<file path="src/rtl/fifo_serializer.sv">
// fifo_serializer: pops DATA_WIDTH words from an upstream FIFO and emits them
// as RATIO = DATA_WIDTH/SYMBOL_WIDTH symbols over a valid/ready stream.
//
// Ports:
//   clock           - single clock, rising edge
//   rst             - synchronous active-high reset
//   data_in         - word from upstream FIFO (sampled only while data_in_valid)
//   data_in_valid   - upstream word available
//   data_in_ack     - pop strobe (combinational); word moves when valid & ack
//   data_out        - current symbol (registered)
//   data_out_valid  - data_out holds a valid symbol (registered)
//   data_out_ready  - downstream accepts; symbol moves when valid & ready
//   data_out_last   - final symbol of the current word (registered)
module fifo_serializer #(
    parameter int unsigned DATA_WIDTH   = 32,
    parameter int unsigned SYMBOL_WIDTH = 8,
    parameter int unsigned MSB_FIRST    = 1
) (
    input  logic                    clock,
    input  logic                    rst,
    input  logic [DATA_WIDTH-1:0]   data_in,
    input  logic                    data_in_valid,
    output logic                    data_in_ack,
    output logic [SYMBOL_WIDTH-1:0] data_out,
    output logic                    data_out_valid,
    input  logic                    data_out_ready,
    output logic                    data_out_last
);

    localparam int unsigned RATIO    = DATA_WIDTH / SYMBOL_WIDTH;
    localparam int unsigned CNT_W    = (RATIO > 1) ? $clog2(RATIO) : 1;
    localparam logic [CNT_W-1:0] LAST_IDX = CNT_W'(RATIO - 1);

    // Word must split into a whole number (>= 2) of symbols.
    generate
        if (((DATA_WIDTH % SYMBOL_WIDTH) != 0) || (RATIO < 2)) begin : g_bad_ratio
            $error("fifo_serializer: DATA_WIDTH must be RATIO*SYMBOL_WIDTH with RATIO >= 2");
        end
    endgenerate

    typedef enum logic {
        IDLE  = 1'b0,
        SHIFT = 1'b1
    } state_t;

    state_t                  state_q, state_d;
    logic [DATA_WIDTH-1:0]   word_q, word_d;
    logic [CNT_W-1:0]        cnt_q, cnt_d;
    logic [SYMBOL_WIDTH-1:0] out_d;
    logic                    valid_d;
    logic                    last_d;
    logic                    last_xfer;
    logic                    load;

    // Symbol number idx of word w in emission order.
    function automatic logic [SYMBOL_WIDTH-1:0] symbol_at(
        input logic [DATA_WIDTH-1:0] w,
        input logic [CNT_W-1:0]      idx
    );
        int unsigned pos;
        pos = (MSB_FIRST != 0) ? (RATIO - 1 - 32'(idx)) : 32'(idx);
        return SYMBOL_WIDTH'(w >> (pos * SYMBOL_WIDTH));
    endfunction

    // State and output registers.
    always_ff @(posedge clock) begin
        if (rst) begin
            state_q        <= IDLE;
            word_q         <= '0;
            cnt_q          <= '0;
            data_out       <= '0;
            data_out_valid <= 1'b0;
            data_out_last  <= 1'b0;
        end else begin
            state_q        <= state_d;
            word_q         <= word_d;
            cnt_q          <= cnt_d;
            data_out       <= out_d;
            data_out_valid <= valid_d;
            data_out_last  <= last_d;
        end
    end

    // Next-state, pop strobe and next output values.
    always_comb begin
        state_d   = state_q;
        word_d    = word_q;
        cnt_d     = cnt_q;
        out_d     = data_out;
        valid_d   = data_out_valid;
        last_d    = data_out_last;

        last_xfer   = (state_q == SHIFT) && data_out_ready && (cnt_q == LAST_IDX);
        // Ack does not look at data_in_valid; the pop is the valid&ack product.
        data_in_ack = !rst && ((state_q == IDLE) || last_xfer);
        load        = data_in_valid && data_in_ack;

        case (state_q)
            IDLE: begin
                valid_d = 1'b0;
                last_d  = 1'b0;
            end
            SHIFT: begin
                if (data_out_ready) begin
                    if (cnt_q == LAST_IDX) begin
                        // Overridden below when the next word is ready.
                        state_d = IDLE;
                        valid_d = 1'b0;
                        last_d  = 1'b0;
                    end else begin
                        cnt_d  = cnt_q + CNT_W'(1);
                        out_d  = symbol_at(word_q, cnt_q + CNT_W'(1));
                        last_d = ((cnt_q + CNT_W'(1)) == LAST_IDX);
                    end
                end
            end
            default: state_d = IDLE;
        endcase

        if (load) begin
            state_d = SHIFT;
            word_d  = data_in;
            cnt_d   = '0;
            out_d   = symbol_at(data_in, '0);
            valid_d = 1'b1;
            last_d  = 1'b0;
        end
    end

endmodule

</file>
<file path="config.mk">
export PLATFORM = sky130hd
export DESIGN_NAME = fifo_serializer
export DESIGN_NICKNAME = d
export VERILOG_FILES = /design/src/rtl/fifo_serializer.sv
export SDC_FILE = /design/constraint.sdc
export NUM_CORES = 1
export LEC_CHECK = 0
export CAP_MARGIN = 20
export CORE_MARGIN = 10
export CORE_UTILIZATION = 40
export DETAILED_ROUTE_END_ITERATION = 10
export GPL_ROUTABILITY_DRIVEN = 0
export PLACE_DENSITY = 0.67
export SLEW_MARGIN = 20
export SYNTH_ARGS = -nofsm -noshare
export SYNTH_HDL_FRONTEND = slang
export SYNTH_SLANG_ARGS = --single-unit
</file>
<file path="constraint.sdc">
create_clock -name clock -period 2.9 [get_ports clock]
set_input_delay 0.58 -clock clock [delete_from_list [all_inputs] [get_ports clock]]
set_output_delay 0.58 -clock clock [all_outputs]
set_load 0.1 [all_outputs]
</file>
==> Yosys cells after proc, flatten, opt, wreduce, memory -nomap -nowiden <==
Index checks and enable logic that the tools add are counted.
{ "op_classes": {"shift": 1, "reduce_logical": 12, "n_bitwise": 2, "n_mux": 15, "add_sub_neg": 2, "eq_ne": 6} }
{ "ops": {"columns": ["op", "n"], "rows": [
  ["8-bit 2-to-1 mux", 4],
  ["32-bit by 32-bit >> shifter with 8-bit output", 1],
  ["1-bit 2-to-1 mux", 9],
  ["3-bit AND reduction", 2],
  ["2-bit == test, second input constant", 2],
  ["1-bit logical AND", 4],
  ["2-bit != test, second input constant", 2],
  ["1-bit one-hot mux with 2 select lines", 2],
  ["2-bit nonzero test", 2],
  ["3-bit by 1-bit != test with 1-bit output, second input constant", 1],
  ["3-bit by 2-bit != test with 1-bit output, second input constant", 1],
  ["2-bit by 2-bit subtractor with 3-bit output, first input constant", 1],
  ["2-bit by 1-bit adder with 2-bit output, second input constant", 1],
  ["1-bit NOT", 2],
  ["2-bit AND reduction", 1],
  ["2-bit OR reduction", 1],
  ["1-bit zero test", 1],
  ["1-bit logical OR", 1]
]} }
{ "totals": {"inputBits": 36, "out_inout_bits": 11, "reg_bits": 45, "elab_cells": 44} }

==> Longest topological paths before layout <==
{ "depth": {"word_depth": 7, "ltp_mapped": 7, "mapped_depth_nobuf": 5} }

==> Least setup slack after synthesis <==
No wires, ideal clock.
{ "synth_timing": {"path_kind": "input -> output", "start": "in rst", "end": "out data_in_ack", "n_path_buf": 2, "required_time_ns": 2.320, "path_stages": 3, "arrival_time_ns": 2.206, "path_slack_ns": 0.114, "cell_sequence": "clkbuf_1 > clkbuf_1 > nor2_1"} }
{ "synth_via": {"elab_chain_cells": 2} }
{ "synth_rtl": {"columns": ["item", "line_no", "text"], "rows": [
  ["start, declared", "20", "input logic rst,"],
  ["1-bit zero test", "95", "data_in_ack = !rst && ((state_q == IDLE) || last_xfer);"],
  ["1-bit logical AND", "95", null],
  ["end, declared", "23", "output logic data_in_ack,"]
]} }
No other way between the ends.

==> Worst setup path in the final report <==
{ "layout_timing": {"start": "in data_out_ready", "end": "out data_in_ack"} }
{ "layout_via": {"elab_chain_cells": 4} }
{ "layout_rtl": {"columns": ["item", "line_no", "text"], "rows": [
  ["start, declared", "26", "input logic data_out_ready,"],
  ["1-bit logical AND (2 in a row)", "93", "last_xfer = (state_q == SHIFT) && data_out_ready && (cnt_q == LAST_IDX);"],
  ["1-bit logical OR", "95", null],
  ["1-bit logical AND", "95", null]
]} }
No other way between the ends.

==> results.md <==
- Sw Pwr: 409 µW
- Postcts setup bufs: 0
- Count of final setup violators: 0
- Root Buffer: clkbuf_8
- Leading cell type in the layout, fill and taps excluded: nand2_1
- DR vias/cell: 4.79
- First-pass GRT wire length: 7360 µm
- Slew Limit Headroom: 0.636
- Vias in the first global route: 1481
- Antenna Nets Post-Route: 0
- Final TNS setup: 0 ps
- Cells after synthesis: 207
- Reg2reg start: cnt_q[0]
- Internal power: 953 µW
- Clock share of power: 0.273
- Largest family of logic cells by synthesized area: simple AND/OR/NAND/NOR gates
- Switching share of power: 0.300
- Port Buf Inserts: 46
- Period minus WS final: 2290 ps
- Synth async-reset ratio: 0
- Final core utilization: 0.531
- Worst vdd ir: 0.220 mV
- CTS Buf Count: 5
- Worst Hold Launch: data_out_valid
- Netlist cell types: 29
- Crit-path max FO: 5
- DIE AREA: 8040 µm²
- Seq/Total Area, Yosys: 0.464
- H-tree levels: 2
- Sequential power share: 0.504
- LEAKAGE: 0.00105 µW
- Synth Area in Compound Gates: 0.0967
- Combinational power share: 0.223
- Post-synthesis mux area share: 0.0986
- Post-DP HPWL: 3070 µm
- Fin. Hold Viols: 0
- Total global routing overflow: 0
- Post-Synth XOR/XNOR Area: 0.00451
- Post-synth EDFFs: 0
- I/O Pins: 47
- Longest Clk Path Bufs: 2
- Data required, critical path: 2320 ps
- Rows: 25
- Pins Over Slew Limit: 0
- Commonest cells after routing, fill and taps aside: 65 x nand2_1, 45 x dfxtp_1, 35 x clkdlybuf4s50_1
- CTS resizes: 0
- Non-Filler Instances: 318
- Post-route clock period utilization: 0.788
- Detailed-route wire length per cell: 13.7 µm
- Die W: 89.7 µm
- Post-layout net count: 288
- Global-route usage over all layers: 0.117
- Initial core utilization: 0.411
- Setup crit end kind: output port
- HP Class: reg -> reg
- Max Fclk: 0.438 GHz
- CTS tree: done
- Syn. warnings: 0
- Clock Skew: 5.68 ps
- Worst Max-Slew Pin Slew: 545 ps
- Sink Count: 45
- Layout cell share with drive strength beyond 1: 0.147
- Avg Cell Area, Syn: 9.37 µm²
- Clk_lat worst skew: 290 ps
- Die height: 89.7 µm
- CTS clk-pin slew, worst paths: 80 ps
- Top_reg_cell synth: dfxtp_1
- Biggest area consumer among synthesized cells: dfxtp_1
- First-pass DRT Iterations: 4
- Run status: complete, no violations
- Hold Buf Count CTS: 0
- Synth top area share: 0.464
- Pwr/cell area: 543 nW/µm²
- DRC errors left: 0
- Synthesized Nets: 245
- Vias after detailed routing: 1524
- Simple-gate share of the synthesized area: 0.276
- Synth Register Bits: 45
- Routed wire length: 4350 µm
- Initial antenna violation count: 0
- Ant diodes: 0
- RSZ-0062 raised after global routing: no
- Critical Path AT: 1710 ps
- Area growth from synthesis to layout: 29.3%
- Max cap viols: 0
- Adder-cell share of the synthesized area: 0.0129
- Synth Cell Area: 1940 µm²
- CP startpoint kind: input pin
- Setup CP Type: in -> out
- DRT iter0 DRCs: 116
- Placed Cells: 310
- Core footprint: 4720 µm²
- Synth area leaders: dfxtp_1 46%, nand2_1 13%, nand3b_1 10%
- Pin count of the biggest net entering global routing: 42
- Critical Path Start: data_out_ready
metrics by stage:
stage | setup WS [ps] | cell area, µm² | total power [µW] | hold slack [ps]
6_report | 615 | 2510 | 1360 | 460
5_1_grt | 534 | 2510 | 1440 | 497
4_1_cts | 606 | 2510 | 1380 | 466
3_5_place_dp | 606 | 2420 | 1010 | 454
3_3_place_gp | 595 | 2420 | 1000 | 443
2_1_floorplan | 114 | 1940 | 906 | 437
kinds of logic after synthesis:
| family | after synthesis |
|---|---|
| AND/OR/NAND/NOR | 110 |
| flip-flops | 45 |
| AO/OA/AOI/OAI | 23 |
| buffers and inverters | 17 |
| multiplexers | 9 |
| adder cells (fa/ha/maj) | 2 |
| XOR/XNOR | 1 |
worst max-delay path, stage by stage:
cell and delay [ps]:
clkdlybuf4s50_1 540, a21boi_0 160, nor2_1 210, buf_12 210
cell type report:
class | count | area (µm²)
clock buffers | 5 | 68.8
clock inverters | 3 | 17.5
fillers | 448 | 2210
inverters | 2 | 7.51
multi-input cells | 145 | 948
flip-flops and latches | 45 | 901
well taps | 67 | 83.8
repair buffers | 51 | 483
metal layers:
layer,track usage,up-vias,part of all wire
li1,-,797,-
met1,0.164,688,0.52
met2,0.166,37,0.42
met3,0.0370,2,0.052
met4,0.0347,0,0.0083
met5,0,-,0
final timing paths:
path	slack (ps)	cells after the start	to
max	610	4	data_in_ack
min	460	2	data_out_valid
max reg2reg	970	4	data_out[0]
min reg2reg	460	2	data_out_valid
registers in the layout, indices dropped and copies added (netlist names):
register and flops:
word_q 32, data_out_valid 1, state_q 1, data_out 8, cnt_q 2, data_out_last 1
cells in the mapped netlist, types with 3 or more instances:
master / instances
nand2_1: 65
nor2_1: 11
a311oi_1: 7
nand3b_1: 26
mux4_2: 8
buf_4: 3
clkbuf_1: 4
buf_2: 7
a22o_1: 7
dfxtp_1: 45
power groups by stage:
stage	Clock, µW	Combinational [µW]	Sequential, µW
after floorplan	0	126	779
after global placement	0	305	700
after detailed placement	0	305	701
after CTS	386	306	686
after global routing	415	329	693
final	372	303	687
(Power assumes the default switching activity.)
